[src/rtl/vx_cache_flush_ctrl.sv]
// Per-bank cache maintenance sequencer: init sweep after reset, drain/flush/wait on request.
// Optional perf counters are enabled by defining CACHE_FLUSH_PERF_EN.
module vx_cache_flush_ctrl #(
    parameter int CACHE_SIZE = 1024,
    parameter int LINE_SIZE  = 16,
    parameter int NUM_BANKS  = 1,
    parameter int NUM_WAYS   = 1,
    parameter int WRITEBACK  = 0,
    localparam int LINES_PER_BANK = CACHE_SIZE / (LINE_SIZE * NUM_BANKS),
    localparam int LINE_SEL_BITS  = $clog2(LINES_PER_BANK),
    localparam int WAY_SEL_WIDTH  = (NUM_WAYS > 1) ? $clog2(NUM_WAYS) : 1
) (
    input  logic                     clk,
    input  logic                     reset,
    input  logic                     flush_begin_valid,
    output logic                     flush_begin_ready,
    output logic                     flush_end_valid,
    input  logic                     flush_end_ready,
    input  logic                     pipe_empty,
    output logic                     op_valid,
    input  logic                     op_ready,
    output logic                     op_init,
    output logic                     op_flush,
    output logic [LINE_SEL_BITS-1:0] op_line_idx,
    output logic [WAY_SEL_WIDTH-1:0] op_way_idx,
    output logic                     busy
`ifdef CACHE_FLUSH_PERF_EN
    ,
    output logic [31:0]              perf_flush_cycles,
    output logic [15:0]              perf_flush_count
`endif
);

    typedef enum logic [2:0] {
        ST_INIT,
        ST_IDLE,
        ST_DRAIN,
        ST_FLUSH,
        ST_WAIT,
        ST_DONE
    } state_t;

    // Ways are walked one by one only when evicted data must be read out.
    localparam bit WAY_ITER = (WRITEBACK != 0) && (NUM_WAYS > 1);

    state_t                   state, state_d;
    logic [LINE_SEL_BITS-1:0] line_cnt, line_d;
    logic [WAY_SEL_WIDTH-1:0] way_cnt, way_d;
    logic                     line_last, way_last;

    assign line_last = (line_cnt == LINE_SEL_BITS'(LINES_PER_BANK - 1));
    assign way_last  = (way_cnt == WAY_SEL_WIDTH'(NUM_WAYS - 1));

    always_ff @(posedge clk) begin
        if (!reset) begin
            state    <= ST_INIT;
            line_cnt <= '0;
            way_cnt  <= '0;
        end else begin
            state    <= state_d;
            line_cnt <= line_d;
            way_cnt  <= way_d;
        end
    end

    always_comb begin
        state_d = state;
        line_d  = line_cnt;
        way_d   = way_cnt;
        unique case (state)
            ST_INIT: begin
                if (op_ready) begin
                    if (line_last) begin
                        line_d  = '0;
                        state_d = ST_IDLE;
                    end else begin
                        line_d = line_cnt + 1'b1;
                    end
                end
            end
            ST_IDLE: begin
                if (flush_begin_valid) state_d = ST_DRAIN;
            end
            ST_DRAIN: begin
                if (pipe_empty) state_d = ST_FLUSH;
            end
            ST_FLUSH: begin
                if (op_ready) begin
                    if (WAY_ITER && !way_last) begin
                        way_d = way_cnt + 1'b1;
                    end else begin
                        way_d = '0;
                        if (line_last) begin
                            line_d  = '0;
                            state_d = ST_WAIT;
                        end else begin
                            line_d = line_cnt + 1'b1;
                        end
                    end
                end
            end
            ST_WAIT: begin
                if (pipe_empty) state_d = ST_DONE;
            end
            ST_DONE: begin
                if (flush_end_ready) state_d = ST_IDLE;
            end
            default: state_d = ST_INIT;
        endcase
    end

    // Outputs depend on registered state only, never on inputs.
    always_comb begin
        op_valid          = 1'b0;
        op_init           = 1'b0;
        op_flush          = 1'b0;
        flush_begin_ready = 1'b0;
        flush_end_valid   = 1'b0;
        busy              = 1'b1;
        unique case (state)
            ST_INIT: begin
                op_valid = 1'b1;
                op_init  = 1'b1;
            end
            ST_IDLE: begin
                flush_begin_ready = 1'b1;
                busy              = 1'b0;
            end
            ST_FLUSH: begin
                op_valid = 1'b1;
                op_flush = 1'b1;
            end
            ST_DONE: flush_end_valid = 1'b1;
            default: ;
        endcase
    end

    assign op_line_idx = line_cnt;
    assign op_way_idx  = way_cnt;

`ifdef CACHE_FLUSH_PERF_EN
    always_ff @(posedge clk) begin
        if (!reset) begin
            perf_flush_cycles <= '0;
            perf_flush_count  <= '0;
        end else begin
            if (state == ST_IDLE && flush_begin_valid) begin
                perf_flush_cycles <= '0;
            end else if (state != ST_IDLE && state != ST_INIT
                         && perf_flush_cycles != '1) begin
                perf_flush_cycles <= perf_flush_cycles + 1'b1;
            end
            if (state == ST_DONE && flush_end_ready) begin
                perf_flush_count <= perf_flush_count + 1'b1;
            end
        end
    end
`endif

endmodule

[config.mk]
export PLATFORM = sky130hd
export DESIGN_NAME = vx_cache_flush_ctrl
export DESIGN_NICKNAME = d
export VERILOG_FILES = /design/src/rtl/vx_cache_flush_ctrl.sv
export SDC_FILE = /design/constraint.sdc
export NUM_CORES = 1
export LEC_CHECK = 0
export CAP_MARGIN = 25
export CORE_UTILIZATION = 43
export CTS_BUF_LIST = sky130_fd_sc_hd__clkbuf_8 sky130_fd_sc_hd__clkbuf_16
export CTS_CLUSTER_DIAMETER = 80
export DETAILED_ROUTE_END_ITERATION = 6
export GPL_TIMING_DRIVEN = 0
export HOLD_SLACK_MARGIN = 0.08
export PLACE_DENSITY = 0.78
export SYNTH_ARGS = -nofsm -noshare
export SYNTH_HDL_FRONTEND = slang
export SYNTH_SLANG_ARGS = --single-unit
export TNS_END_PERCENT = 10
[constraint.sdc]
create_clock -name clk -period 2.9 [get_ports clk]
set_input_delay 0.87 -clock clk [delete_from_list [all_inputs] [get_ports clk]]
set_output_delay 0.87 -clock clk [all_outputs]
set_load 0.1 [all_outputs]
==> summary by stage <==
Outcome
The flow ran to the end, and the final reports show no timing, DRC or antenna violations.

Clock network
No sink is reached through more buffers than the 2 on the longest clock path. For the worst-skew pair, the clock arrives at the later sink with an insertion delay of between 0.2 and 0.25 ns. Post-CTS timing repair inserted 0 buffers for setup. After clock tree synthesis, the clock-pin slew on the worst setup and hold paths is 0.04 ns. For this design, the CTS-stage hold fixing added 0 buffers. The number of buffers created by CTS is 3. The number of levels in the clock H-tree is 1. TritonCTS built the clock tree. The root buffer cell is sky130_fd_sc_hd__clkbuf_8. The post-cts resize count is 6. The number of clock sinks is 9.

Synthesis
The number of different library cells used by synthesis comes to 31. sky130_fd_sc_hd__dfxtp_1 takes more of the synthesized area than any other cell. Yosys printed 0 warnings.

Counting every instance in the synthesized netlist gives slightly below 70. The top cell type's share of synthesized area is 0.3179. The fraction of the yosys area taken by sequential cells is 0.3179.

Synthesis produced a netlist with a net count of 76. The synthesized area is 566.8 um2. Ranked by total cell area, the synthesized netlist is headed by sky130_fd_sc_hd__dfxtp_1, sky130_fd_sc_hd__xor2_1, sky130_fd_sc_hd__mux2i_1, sky130_fd_sc_hd__nand2_1, sky130_fd_sc_hd__nor4b_1. After synthesis, the mean cell area works out to 8.214 um2. The number of register bits inferred by synthesis is 9.

Floorplan
The core region is 1171 um2. 19 I/O pins were placed. The die boundary height is 38.31 um. The horizontal extent of the die is 38.31 um. The standard-cell row count is 12. The initial utilization of the core area, before any placement, comes to 0.4840. The overall die area is roughly 1500 um2.

Timing
The final number of hold-violating endpoints is 0. The number of max-slew violations in the final report is 0. The tightest slew margin relative to the limit is 0.3464.

The fmax is between 300 and 400 MHz. For the pin with the worst max-slew slack, the measured transition is 0.9773 ns. On the final layout, the worst hold slack is 0.5134 ns. The smallest clock period supported by the final layout is computed as 2.790 ns. The worst-case clock skew is 0.001812 ns. Setup repair after global routing left no endpoint under its margin. The slack of the critical path is 0.1102 ns. The portion of the clock cycle consumed by the worst path in the final layout is 0.9620. The setup violation total in the final timing report is 0.

Drt
The met2 layer wire length in the routed design is 521 um. The total wirelength of the detailed-routed design is 1.184 mm. The wire length on met1 is 598 um. The top layer used by detailed routing is met4. The average detailed-routed wire length per instance is 11.38 um. The routed layout has 548 vias.

The first detailed-routing pass ran for 3 iterations. For this block, the initial DRC count from the detailed router was 6. The count of nets left with antenna violations once routing finished came out at 0. Summed over all nets, wire length on met3 after detailed routing comes to 49 um. In the routed layout, each cell is associated on average with a via count of 5.269. For this run, design rule violations remaining after detail routing come to 0.

Final layout
The repair_antennas step left the layout with diodes totalling 0. The net count of the finished layout is 98. The multi-input gate area in the final layout is about 350 um2.

The layout overhead on the synthesized area is 40.62%. The filler cells instantiated in the layout total 99. The fraction of final layout cells sized beyond drive strength 1 is 0.08889. The register area is around 180 um2. After routing the design area is 797.0 um2.

Worst setup path
The worst register-to-register path begins at op_line_idx[2]. In this run the worst path has a maximum fanout of 10. Data on the critical path arrives at its endpoint at 1.92 ns. The launch point of the worst path is state[0]. The required arrival time at the worst endpoint is 2.03 ns. The category of the most critical setup path is reg2out.

The worst setup path is captured at an output port. STA classifies the critical path startpoint as a flop.

Global routing
The first-pass GRT wire length is 1.876 mm. For this run, the total global-route usage over all layers was measured as 0.1863. Entering global routing, the biggest net connects 11 pins.

The number of antenna violations at the first check in global routing came to 0. The number of global-route vias before repair is 452. The total congestion overflow is 0.

Worst hold path
The startpoint identified for the worst hold timing path is op_line_idx[5]. The path category of the worst min-delay check is reg2reg.

Power
The worst-case IR drop observed on VDD is ~250 uV. Dividing total power by cell area gives a power density of 409.0 nW/um2. The total leakage power is 0.0003763 uW.

Placed design
At the placement stage, the worst setup path has a slack of roughly 0.064 ns. The estimated wirelength of the detail-placed design is 901.5 um. Port buffering added 17 buffers. The area after detailed placement is 759.5 um2. Routability-driven placement finished with a final weighted congestion of about 0.74.

Flow run
The number of maximum-capacitance violations is 0.
==> report_power, final <==
part / switching [uW] / internal (uW) / leakage, uW / total, uW
clock: 50.9 / 92.3 / 0.0000269 / 143
sequential: 3.25 / 127 / 0.0000729 / 130
combinational: 35.7 / 17.0 / 0.000277 / 52.7
==> area by class of cell <==
cell class	instances	area share
tap	14	0.02198
multi-input combinational	52	0.4364
clock buffer	3	0.05181
buffer	4	0.03611
timing repair buffer	17	0.2041
clock inverter	1	0.004710
sequential	9	0.2261
inverter	4	0.01884
==> worst max-delay path: stages (launching register included) <==
cell and delay [ns]:
sky130_fd_sc_hd__dfxtp_1 0.37, sky130_fd_sc_hd__buf_6 0.15, sky130_fd_sc_hd__nor2b_1 0.17, sky130_fd_sc_hd__nand2_1 0.09
sky130_fd_sc_hd__inv_1 0.06, sky130_fd_sc_hd__dlygate4sd2_1 0.84
==> layout by cell type (no fill, tap or decap), types with 2 or more instances in the layout <==
master / netlist / layout
sky130_fd_sc_hd__clkdlybuf4s50_1: 0 / 11
sky130_fd_sc_hd__dfxtp_1: 9 / 9
sky130_fd_sc_hd__nand2_1: 7 / 7
sky130_fd_sc_hd__dlygate4sd2_1: 0 / 6
sky130_fd_sc_hd__inv_1: 4 / 5
sky130_fd_sc_hd__nor2_1: 5 / 5
sky130_fd_sc_hd__and2_1: 4 / 4
sky130_fd_sc_hd__xor2_1: 4 / 4
sky130_fd_sc_hd__nor4b_1: 3 / 3
sky130_fd_sc_hd__mux2i_1: 3 / 3
sky130_fd_sc_hd__clkbuf_8: 0 / 3
sky130_fd_sc_hd__buf_2: 2 / 2
sky130_fd_sc_hd__nor2b_1: 2 / 2
sky130_fd_sc_hd__o21ai_0: 2 / 2
sky130_fd_sc_hd__nor3b_1: 2 / 2
sky130_fd_sc_hd__a31oi_1: 2 / 2
sky130_fd_sc_hd__nor3_1: 3 / 2
==> synthesized netlist by cell type (all sizes together) <==
master and number:
nor2b 2, ha 1, nor3 3, and2 4, xor2 4, a311oi 1, and3 1, a211o 1
o211a 1, nor4b 3, a31oi 2, buf 4, nand3 1, and4 1, nand4b 1, inv 4
nand3b 1, a21boi 1, o21bai 1, conb 1, nor3b 2, dfxtp 9, nand2 7, mux2i 3
or4 1, nor2 5, o21ai 2, a41oi 1, a21oi 1
==> per-stage QoR <==
stage / utilization / setup TNS, ns / cells / total power [uW]
detailed placement: 0.6485 / 0 / 100 / 184.5
global route: 0.6806 / 0 / 104 / 338.0
global placement: 0.6485 / 0 / 100 / 183.9
floorplan: - / -0.06708 / 69 / 168.0
CTS: 0.6806 / 0 / 104 / 327.5
finish: 0.6806 / 0 / 104 / 326.0
==> per-layer routing <==
layer / vias to the layer above / GRT usage
met4: 0 / 0.08036
met2: 12 / 0.2966
li1: 286 / -
met3: 4 / 0.03488
met5: - / 0
met1: 246 / 0.2428
==> state kept, by name, indices dropped and copies added (netlist names) <==
| signal | cells |
|---|---|
| state | 3 |
| op_line_idx | 6 |
==> final timing paths <==
check        slack [ns]  cells past startpoint              to
max reg2reg        1.34                      5        state[0]
min reg2reg        0.51                      1  op_line_idx[5]
max                0.11                      5        op_flush
min                0.51                      1  op_line_idx[5]
==> cells by family (layout without fill, tap and decap cells) <==
| kind of cell | after synthesis | after routing | synth area share |
|---|---|---|---|
| adder cells (fa/ha/maj) | 1 | 1 | 0.02207 |
| multiplexers | 3 | 3 | 0.05298 |
| buffers and inverters | 8 | 29 | 0.07726 |
| AO/OA/AOI/OAI | 11 | 11 | 0.1391 |
| other | 1 | 1 | 0.006616 |
| flip-flops | 9 | 9 | 0.3179 |
| XOR/XNOR | 4 | 4 | 0.06180 |
| AND/OR/NAND/NOR | 32 | 32 | 0.3223 |
No activity file was read; power rests on OpenSTA's default activity.
